--- src/rtl/kbd_pkg.sv ---
// Shared types and scan-code constants for the PS/2 keyboard event decoder.
`timescale 1ns/1ps
package kbd_pkg;

    typedef enum logic [1:0] {
        ST_IDLE,
        ST_BRK,
        ST_EXT,
        ST_EXT_BRK
    } kbd_state_t;

    localparam logic [7:0] CODE_BRK    = 8'hF0;
    localparam logic [7:0] CODE_EXT    = 8'hE0;
    localparam logic [7:0] CODE_LSHIFT = 8'h12;
    localparam logic [7:0] CODE_RSHIFT = 8'h59;
    localparam logic [7:0] CODE_CAPS   = 8'h58;
    localparam logic [7:0] CODE_SPACE  = 8'h29;
    localparam logic [7:0] CODE_ENTER  = 8'h5A;
    localparam logic [7:0] CODE_BKSP   = 8'h66;

endpackage

--- src/rtl/kbd_fifo.sv ---
// Show-ahead synchronous FIFO; the read port keeps the last popped value while empty.
`timescale 1ns/1ps
module kbd_fifo #(
    parameter int DEPTH = 8,
    parameter int WIDTH = 8
) (
    input  logic             clk,
    input  logic             rst_n,
    input  logic             push,
    input  logic [WIDTH-1:0] wr_data,
    input  logic             pop,
    output logic [WIDTH-1:0] rd_data,
    output logic             full,
    output logic             empty
);
    localparam int AW = $clog2(DEPTH);

    logic [AW:0]      wr_ptr, rd_ptr;
    logic [WIDTH-1:0] mem [DEPTH];
    logic [WIDTH-1:0] last_q;
    logic             wr_en, rd_en;

    assign empty = (wr_ptr == rd_ptr);
    assign full  = (wr_ptr[AW] != rd_ptr[AW]) && (wr_ptr[AW-1:0] == rd_ptr[AW-1:0]);
    assign rd_en = pop && !empty;
    // A push into a full queue still fits when the head leaves in the same cycle.
    assign wr_en = push && (!full || rd_en);

    assign rd_data = empty ? last_q : mem[rd_ptr[AW-1:0]];

    always_ff @(posedge clk) begin
        if (wr_en) mem[wr_ptr[AW-1:0]] <= wr_data;
    end

    always_ff @(posedge clk or negedge rst_n) begin
        if (!rst_n) begin
            wr_ptr <= '0;
            rd_ptr <= '0;
            last_q <= '0;
        end else begin
            if (wr_en) wr_ptr <= wr_ptr + 1'b1;
            if (rd_en) begin
                rd_ptr <= rd_ptr + 1'b1;
                last_q <= mem[rd_ptr[AW-1:0]];
            end
        end
    end

endmodule

--- src/rtl/kbd_event_decoder.sv ---
// PS/2 set-2 scan byte decoder: prefix FSM, modifier tracking, ASCII mapping and output queue.
`timescale 1ns/1ps
module kbd_event_decoder
    import kbd_pkg::*;
#(
    parameter int FIFO_DEPTH = 8,
    parameter int LOWER_EN   = 1
) (
    input  logic       clk,
    input  logic       rst_n,
    input  logic       code_valid,
    input  logic [7:0] code,
    output logic       ascii_valid,
    input  logic       ascii_ready,
    output logic [7:0] ascii,
    output logic       shift,
    output logic       caps_lock,
    output logic       overflow,
    output logic [7:0] key_count
);
    // state      | meaning
    // ST_IDLE    | no prefix pending; next byte is a make or a prefix
    // ST_BRK     | 0xF0 seen; next byte is a break code
    // ST_EXT     | 0xE0 seen; extended make ignored unless 0xF0 follows
    // ST_EXT_BRK | 0xE0 0xF0 seen; next byte is an ignored extended break

    kbd_state_t state_q, state_d;
    logic       make_stb, brk_stb;
    logic       lshift_q, rshift_q, caps_held_q;
    logic [8:0] map;
    logic       push, pop, push_ok, full, empty;

    function automatic logic [8:0] scan_to_ascii(input logic [7:0] sc, input logic shf,
                                                 input logic caps);
        logic [7:0] ch;
        logic       is_letter;
        logic       ok;
        ch        = 8'h00;
        is_letter = 1'b0;
        ok        = 1'b1;
        case (sc)
            8'h1C: begin ch = 8'h41; is_letter = 1'b1; end
            8'h32: begin ch = 8'h42; is_letter = 1'b1; end
            8'h21: begin ch = 8'h43; is_letter = 1'b1; end
            8'h23: begin ch = 8'h44; is_letter = 1'b1; end
            8'h24: begin ch = 8'h45; is_letter = 1'b1; end
            8'h2B: begin ch = 8'h46; is_letter = 1'b1; end
            8'h34: begin ch = 8'h47; is_letter = 1'b1; end
            8'h33: begin ch = 8'h48; is_letter = 1'b1; end
            8'h43: begin ch = 8'h49; is_letter = 1'b1; end
            8'h3B: begin ch = 8'h4A; is_letter = 1'b1; end
            8'h42: begin ch = 8'h4B; is_letter = 1'b1; end
            8'h4B: begin ch = 8'h4C; is_letter = 1'b1; end
            8'h3A: begin ch = 8'h4D; is_letter = 1'b1; end
            8'h31: begin ch = 8'h4E; is_letter = 1'b1; end
            8'h44: begin ch = 8'h4F; is_letter = 1'b1; end
            8'h4D: begin ch = 8'h50; is_letter = 1'b1; end
            8'h15: begin ch = 8'h51; is_letter = 1'b1; end
            8'h2D: begin ch = 8'h52; is_letter = 1'b1; end
            8'h1B: begin ch = 8'h53; is_letter = 1'b1; end
            8'h2C: begin ch = 8'h54; is_letter = 1'b1; end
            8'h3C: begin ch = 8'h55; is_letter = 1'b1; end
            8'h2A: begin ch = 8'h56; is_letter = 1'b1; end
            8'h1D: begin ch = 8'h57; is_letter = 1'b1; end
            8'h22: begin ch = 8'h58; is_letter = 1'b1; end
            8'h35: begin ch = 8'h59; is_letter = 1'b1; end
            8'h1A: begin ch = 8'h5A; is_letter = 1'b1; end
            8'h45: ch = shf ? 8'h29 : 8'h30;
            8'h16: ch = shf ? 8'h21 : 8'h31;
            8'h1E: ch = shf ? 8'h40 : 8'h32;
            8'h26: ch = shf ? 8'h23 : 8'h33;
            8'h25: ch = shf ? 8'h24 : 8'h34;
            8'h2E: ch = shf ? 8'h25 : 8'h35;
            8'h36: ch = shf ? 8'h5E : 8'h36;
            8'h3D: ch = shf ? 8'h26 : 8'h37;
            8'h3E: ch = shf ? 8'h2A : 8'h38;
            8'h46: ch = shf ? 8'h28 : 8'h39;
            CODE_SPACE: ch = 8'h20;
            CODE_ENTER: ch = 8'h0D;
            CODE_BKSP:  ch = 8'h08;
            default:    ok = 1'b0;
        endcase
        if (is_letter && (LOWER_EN != 0) && !(shf ^ caps)) ch = ch | 8'h20;
        return {ok, ch};
    endfunction

    always_ff @(posedge clk or negedge rst_n) begin
        if (!rst_n) state_q <= ST_IDLE;
        else        state_q <= state_d;
    end

    always_comb begin
        state_d  = state_q;
        make_stb = 1'b0;
        brk_stb  = 1'b0;
        if (code_valid) begin
            case (state_q)
                ST_IDLE: begin
                    if (code == CODE_BRK)      state_d = ST_BRK;
                    else if (code == CODE_EXT) state_d = ST_EXT;
                    else                       make_stb = 1'b1;
                end
                ST_EXT:  state_d = (code == CODE_BRK) ? ST_EXT_BRK : ST_IDLE;
                ST_BRK: begin
                    brk_stb = 1'b1;
                    state_d = ST_IDLE;
                end
                default: state_d = ST_IDLE;
            endcase
        end
    end

    assign shift   = lshift_q | rshift_q;
    assign map     = scan_to_ascii(code, shift, caps_lock);
    assign push    = make_stb && map[8];
    assign pop     = ascii_valid && ascii_ready;
    assign push_ok = push && (!full || pop);

    always_ff @(posedge clk or negedge rst_n) begin
        if (!rst_n) begin
            lshift_q    <= 1'b0;
            rshift_q    <= 1'b0;
            caps_lock   <= 1'b0;
            caps_held_q <= 1'b0;
            overflow    <= 1'b0;
            key_count   <= 8'd0;
        end else begin
            if (make_stb) begin
                if (code == CODE_LSHIFT) lshift_q <= 1'b1;
                if (code == CODE_RSHIFT) rshift_q <= 1'b1;
                // Typematic repeats of caps lock arrive with caps_held set and must not re-toggle.
                if (code == CODE_CAPS) begin
                    if (!caps_held_q) caps_lock <= ~caps_lock;
                    caps_held_q <= 1'b1;
                end
            end
            if (brk_stb) begin
                if (code == CODE_LSHIFT) lshift_q    <= 1'b0;
                if (code == CODE_RSHIFT) rshift_q    <= 1'b0;
                if (code == CODE_CAPS)   caps_held_q <= 1'b0;
            end
            if (push && !push_ok) overflow  <= 1'b1;
            if (push_ok)          key_count <= key_count + 8'd1;
        end
    end

    kbd_fifo #(.DEPTH(FIFO_DEPTH), .WIDTH(8)) u_fifo (
        .clk     (clk),
        .rst_n   (rst_n),
        .push    (push),
        .wr_data (map[7:0]),
        .pop     (pop),
        .rd_data (ascii),
        .full    (full),
        .empty   (empty)
    );

    assign ascii_valid = !empty;

endmodule

--- config.mk ---
export PLATFORM = sky130hd
export DESIGN_NAME = kbd_event_decoder
export DESIGN_NICKNAME = d
export VERILOG_FILES = /design/src/rtl/kbd_pkg.sv /design/src/rtl/kbd_fifo.sv /design/src/rtl/kbd_event_decoder.sv
export SDC_FILE = /design/constraint.sdc
export NUM_CORES = 1
export LEC_CHECK = 0
export BUFFER_PORTS_ARGS = -buffer_cell sky130_fd_sc_hd__buf_4
export CAP_MARGIN = 20
export CORE_ASPECT_RATIO = 2
export CORE_MARGIN = 2
export CORE_UTILIZATION = 50
export CTS_CLUSTER_SIZE = 16
export DETAILED_ROUTE_END_ITERATION = 16
export PLACE_DENSITY = 0.69
export SYNTH_ARGS = -nofsm -noshare
export SYNTH_HDL_FRONTEND = slang
export SYNTH_SLANG_ARGS = --single-unit
--- constraint.sdc ---
create_clock -name clk -period 2.9 [get_ports clk]
set_input_delay 0.435 -clock clk [delete_from_list [all_inputs] [get_ports clk]]
set_output_delay 0.435 -clock clk [all_outputs]
set_load 0.01 [all_outputs]
# == Yosys cells after proc, flatten, opt, wreduce, memory -nomap -nowiden ==
# Memories as Yosys holds them, arrays and structs flattened.
# Cells that the tools add are included.
# totals
ramBits,56
out_inout_bits,20
reg_bits,31
memories,1
in_bits,12
elab_cells,126
# classes
eq_ne,50
reduce_logical,19
addsub,3
bitwise,4
mux,39
# memory_table
memory,words,word_bits,read_ports,rd_ports_with_merged_regs,wr,line,rtl
u_fifo.mem,8,7,1,0,1,kbd_fifo.sv:19,logic [WIDTH-1:0] mem [DEPTH];
# ops
operator,count
$pmux 7 s39,1
$eq 8x6->1 const B,23
$eq 8x7->1 const B,11
$eq 8x5->1 const B,8
$mux 5,8
$reduce_or 39->1,1
$reduce_or 26->1,1
$mux 1,22
$eq 8x8->1 const B,2
$mux 7,2
$add 4x1->4 const B,2
$add 8x1->8 const B,1
$logic_and 1x1->1,8
$mux 8,1
$mux 2,3
$mux 6,1
$eq 4x4->1,1
$logic_not 1->1,4
$pmux 2 s2,1
$eq 3x3->1,1
$ne 3x3->1 const B,1
$reduce_and 3->1,1
$eq 2x1->1 const B,1
$eq 2x2->1 const B,1
other kinds (7),9

# == Longest topological paths before layout ==
# logic_depth
word_depth,9
mapped_depth,9
mapped_depth_nobuf,7

# == By module ==
# Synthesis repeated with hierarchy kept, for this count alone.
# unflattened
cells_unflattened,413
area_unflattened_um2,5063.6
# modules_own_cells
mod,seq_area_each_um2,area_each_um2,n_inst,cells_per_inst
kbd_fifo,2322.2,3367.0,1,188
kbd_event_decoder,375.4,1696.6,1,225

# == Worst setup path before layout ==
# No wires, ideal clock.
# synth_path
kind,in2reg
from,input port code[1]
to,memory u_fifo.mem[6][0] (netlist bit) (enable)
n_path_buf,3
setup_slack_ns,-0.001
cell_stages,9
setup_ns,0.380
required_ns,2.520
arrival_time_ns,2.521
path_cell_list,buf_2 > nand3b_1 > a2111o_1 > a31oi_1 > and4b_1 > buf_6 > a21o_1 > buf_6 > nor3_1
# synth_between
elab_chain_cells,9
elab_cells_between_ends,51
cone_classes,eq/ne: 41; mux: 7; reduce/logical: 3
# synth_lines
item,line,rtl
from (decl),kbd_event_decoder.sv:12,"input logic [7:0] code,"
$eq 8x8->1,kbd_event_decoder.sv:100,else if (code == CODE_EXT) state_d = ST_EXT;
$mux 1,kbd_event_decoder.sv:100,
$mux 1,kbd_event_decoder.sv:99,if (code == CODE_BRK) state_d = ST_BRK;
$mux 1,kbd_event_decoder.sv:97,case (state_q)
$mux 1,kbd_event_decoder.sv:96,if (code_valid) begin
$logic_and 1x1->1 (*),kbd_event_decoder.sv:115,assign push = make_stb && map[8];
$logic_and 1x1->1 (*),kbd_fifo.sv:27,assign wr_en = push && (!full || rd_en);
$mux 1 (*),kbd_fifo.sv:32,if (wr_en) mem[wr_ptr[AW-1:0]] <= wr_data;
$mux 1 (not written as such) (*),kbd_fifo.sv:32,
to (decl),kbd_fifo.sv:19,
# Every way passes the cells marked *; elsewhere a longest branch is shown, timed or not.

# == Final worst setup path ==
# layout_path
from,register u_fifo.rd_ptr[0]
to,output port ascii[0]
# layout_between
elab_chain_cells,2
elab_cells_between_ends,3
cone_classes,eq/ne: 1; mux: 1; memory: 1
# layout_lines
item,line,rtl
from (decl),kbd_fifo.sv:18,"logic [AW:0] wr_ptr, rd_ptr;"
from (signal assigned),kbd_fifo.sv:43,rd_ptr <= rd_ptr + 1'b1;
$mem_v2 8x7 / $eq 4x4->1 (equally long branches),-,
$mux 8 (*),kbd_fifo.sv:29,assign rd_data = empty ? last_q : mem[rd_ptr[AW-1:0]];
to (decl),kbd_event_decoder.sv:15,"output logic [7:0] ascii,"
# Marked as above.

==> flow_summary.rst <==
.. list-table::
   :header-rows: 1

   * - Metric
     - Value
   * - Status
     - finished clean
   * - Root Buffer
     - clkbuf_16
   * - Source-to-sink clock delay at the later pin of the worst-skew pair
     - 330 ps
   * - Post-cts repair resize count
     - 0
   * - DIE AREA
     - 10500 um2
   * - Worst slew slack as a fraction of its limit
     - 42.5%
   * - Critical path launch point type
     - flop
   * - Transition time of the tightest slew-check pin
     - 840 ps
   * - Worst-case vdd ir drop
     - 467 uV
   * - Wire length per cell
     - 21.5 um
   * - Fraction of final layout cells sized beyond drive strength 1
     - 23.2%
   * - Iter 0 DRT Violations
     - 316
   * - CTS tree
     - done
   * - Detailed-routed wire length on met3
     - 417 um
   * - Clock Tree Buf Depth
     - 2
   * - Distinct cell type count of the synthesized netlist
     - 71
   * - Starting Density
     - 51.3%
   * - Routed wl met2
     - 6.81 mm
   * - Time the final worst path needs with I/O delays and setup
     - 2480 ps
   * - Wire length on met1
     - 4.27 mm
   * - Crit-path leading delay family
     - multiplexers
   * - H-tree depth reported by CTS
     - 3
   * - Global placement routability congestion
     - 1.10
   * - Most instantiated flip-flop cell in the synthesis netlist
     - edfxtp_1
   * - Arrival time reported for the critical path endpoint
     - 2050 ps
   * - Final Routed Wirelength
     - 12.1 mm
   * - Number of enable flip-flop cells after synthesis
     - 56
   * - Remaining routing DRC violations
     - 0
   * - Highest clock rate
     - 403 MHz
   * - FFs w/ async S/R, synth
     - 34.9%
   * - Number of rows created at floorplan
     - 50
   * - Horizontal die dimension
     - 73.4 um
   * - Count of pins on the block boundary
     - 32
   * - Largest incremental delay on the critical path
     - 550 ps
   * - Total vias in the final route
     - 3592
   * - Number of buffer and inverter instances along the worst setup path
     - 2
   * - CP most frequent cell
     - buf_4
   * - Maxcap violations
     - 0
   * - Antenna Cells
     - 0
   * - Master of the slowest instance on the critical path
     - mux4_2
   * - Power density normalized to cell area
     - 785 nW/um2
   * - Fraction of synthesized cell area taken by the top area cell type
     - 34.9%
   * - Hold buffer count at cts
     - 0
   * - Post-Synthesis Mean Instance Area
     - 11.6 um2
   * - Total number of nets in the final design
     - 471
   * - Fillcell total
     - 785
   * - Top library cells by usage in the layout, fill and taps aside
     - buf_4 (61), edfxtp_1 (56), dfrtp_1 (30), nand2_1 (25), nor2_1 (22)
   * - Vias in the first global route
     - 3640
   * - Number of nets with antenna violations after detailed routing
     - 0
   * - Post-synthesis sequential element count
     - 86
   * - Critical-path maximum fanout
     - 11
   * - Final clock period utilization by the worst path
     - 85.6%
   * - Final Slew Violations
     - 0
   * - Buffers added on ports
     - 30
   * - Initial antenna violation count
     - 0
   * - Required time at the endpoint of the critical path
     - 2470 ps
   * - Detailed placement HPWL
     - 9.06 mm
   * - Count of mapped cells out of synthesis
     - 417
   * - Nets in the synthesized netlist
     - 432
   * - Classification of the worst-slack hold path
     - primary input to async pin
   * - Reg2reg start
     - u_fifo.rd_ptr[0]
   * - Origin of the worst setup path
     - u_fifo.rd_ptr[0]
   * - Final number of hold-violating endpoints
     - 0
   * - Worst clock skew on the final layout
     - 6.44 ps
   * - Unrepaired setup endpoints after global routing
     - false
   * - Static Leak
     - 2.13 nW
   * - Vertical extent of the die
     - 143 um
   * - Num CTS Buffers
     - 9
   * - Clock input transition at the sequential cells of the worst setup and hold paths
     - 60 ps
   * - Critical Path Sink Type
     - primary output
   * - Number of iterations in the first detailed-routing pass
     - 5
   * - Final hold slack
     - 38.4 ps
   * - Ys Warns
     - 0
   * - First-pass GRT wire length
     - 19.5 mm
   * - Post CTS Setup Buffer Count
     - 0
   * - Classification of the worst setup path
     - flop to primary output
   * - DR top layer
     - met4
   * - Pin count of the biggest net entering global routing
     - 31
   * - Largest area contributor in the synthesized netlist
     - edfxtp_1
   * - Count of clock tree sinks
     - 86
   * - Layout overhead on the synthesized area
     - 15.6%
   * - Top cells by area in the synthesized netlist
     - edfxtp_1 (35%), dfrtp_1 (16%), mux4_2 (6.5%)
   * - Core box area
     - 9380 um2
   * - Register area share after synthesis
     - 50.5%
   * - Synthesized area
     - 4820 um2
   * - Total routing usage reported by global routing
     - 25.1%
   * - CP Cell Sequence
     - buf_4 -> mux4_2 -> mux2i_1 -> a21oi_1 -> buf_4
   * - Most frequent standard cell in the layout excluding fill and tap cells
     - buf_4
   * - Setup TNS
     - 0 ps
   * - Overall overflow remaining after global route
     - 0
   * - Number of failing setup endpoints in the final timing report
     - 0
   * - Via density per instance
     - 6.36
-- area by class of cell --
cell class	instances	area (um2)	share of cell area (%)
sequential	86	2430	43.7
multi-input combinational	288	2170	39.0
timing repair buffer	61	458	8.23
clock buffer	10	229	4.11
tap	104	130	2.34
clock inverter	6	109	1.96
inverter	10	37.5	0.674
-- final timing paths --
kind	to	slack, ps	cells past startpoint
worst max-delay path	ascii[0]	420	5
worst min-delay path	caps_held_q	40	1
worst max register to register	key_count[1]	530	7
max in group asynchronous	u_fifo.rd_ptr[2]	2540	1
min in group clk	state_q[0]	360	2
worst min register to register	key_count[7]	480	1
-- kinds of logic after synthesis --
logic type	count (synthesis)	synth area share (%)
compound gates	84	11.6
xor+xnor	20	3.64
fa+ha+maj	3	0.779
buf+inv	43	4.44
flops	86	50.5
mux	26	9.14
other cells	1	0.0778
simple gates	154	19.8
-- power breakdown --
part / switching (mW) / total (mW) / internal (mW)
clock: 0.442 / 1.28 / 0.841
sequential: 0.177 / 1.64 / 1.47
combinational: 0.735 / 1.44 / 0.705
total: 1.35 / 4.37 / 3.01
-- synthesized netlist by cell type, drive strengths merged, types with 5 or more instances --
master,number
edfxtp,56
dfrtp,30
nand2,25
buf,23
nor2,23
a21oi,20
nand3,19
o21ai,19
mux4,14
xnor2,11
a31oi,10
clkbuf,10
inv,10
nand4,10
nor3,10
nand2b,9
xor2,9
and3,8
mux2i,8
nor4,8
nor2b,5
nor3b,5
-- worst register-to-register path, cell delays in order, from the launching register on --
cell     delay, ps
dfrtp_1        430
buf_4          190
xnor2_1        210
nand4_1        350
nand2_1        190
a21o_1         340
buf_4          220
mux2_1         320
-- state kept, by name, indices dropped and copies added, names as in the netlist --
signal and count:
caps_lock 1, caps_held_q 1, overflow 1, state_q 2
u_fifo.wr_ptr 4, rshift_q 1, lshift_q 1, u_fifo.mem 56
u_fifo.last_q 7, u_fifo.rd_ptr 4, key_count 8
-- per-stage QoR --
stage | setup WS, ps | cell area [um2] | instances | utilization [%] | power, mW
floorplan | -0.630 | 4820 | 417 | - | 2.59
global placement | 109 | 5230 | 549 | 55.7 | 3.08
detailed placement | 89.5 | 5230 | 549 | 55.7 | 3.12
CTS | 358 | 5570 | 565 | 59.3 | 4.42
global route | 265 | 5570 | 565 | 59.3 | 4.63
finish | 419 | 5570 | 565 | 59.3 | 4.37
-- metal layers --
metal	GRT usage, %	up-vias
met5	0	-
met4	13.4	0
met3	3.60	42
met2	46.0	128
met1	26.8	1741
li1	-	1681
Power figures use the tool's default switching activity.
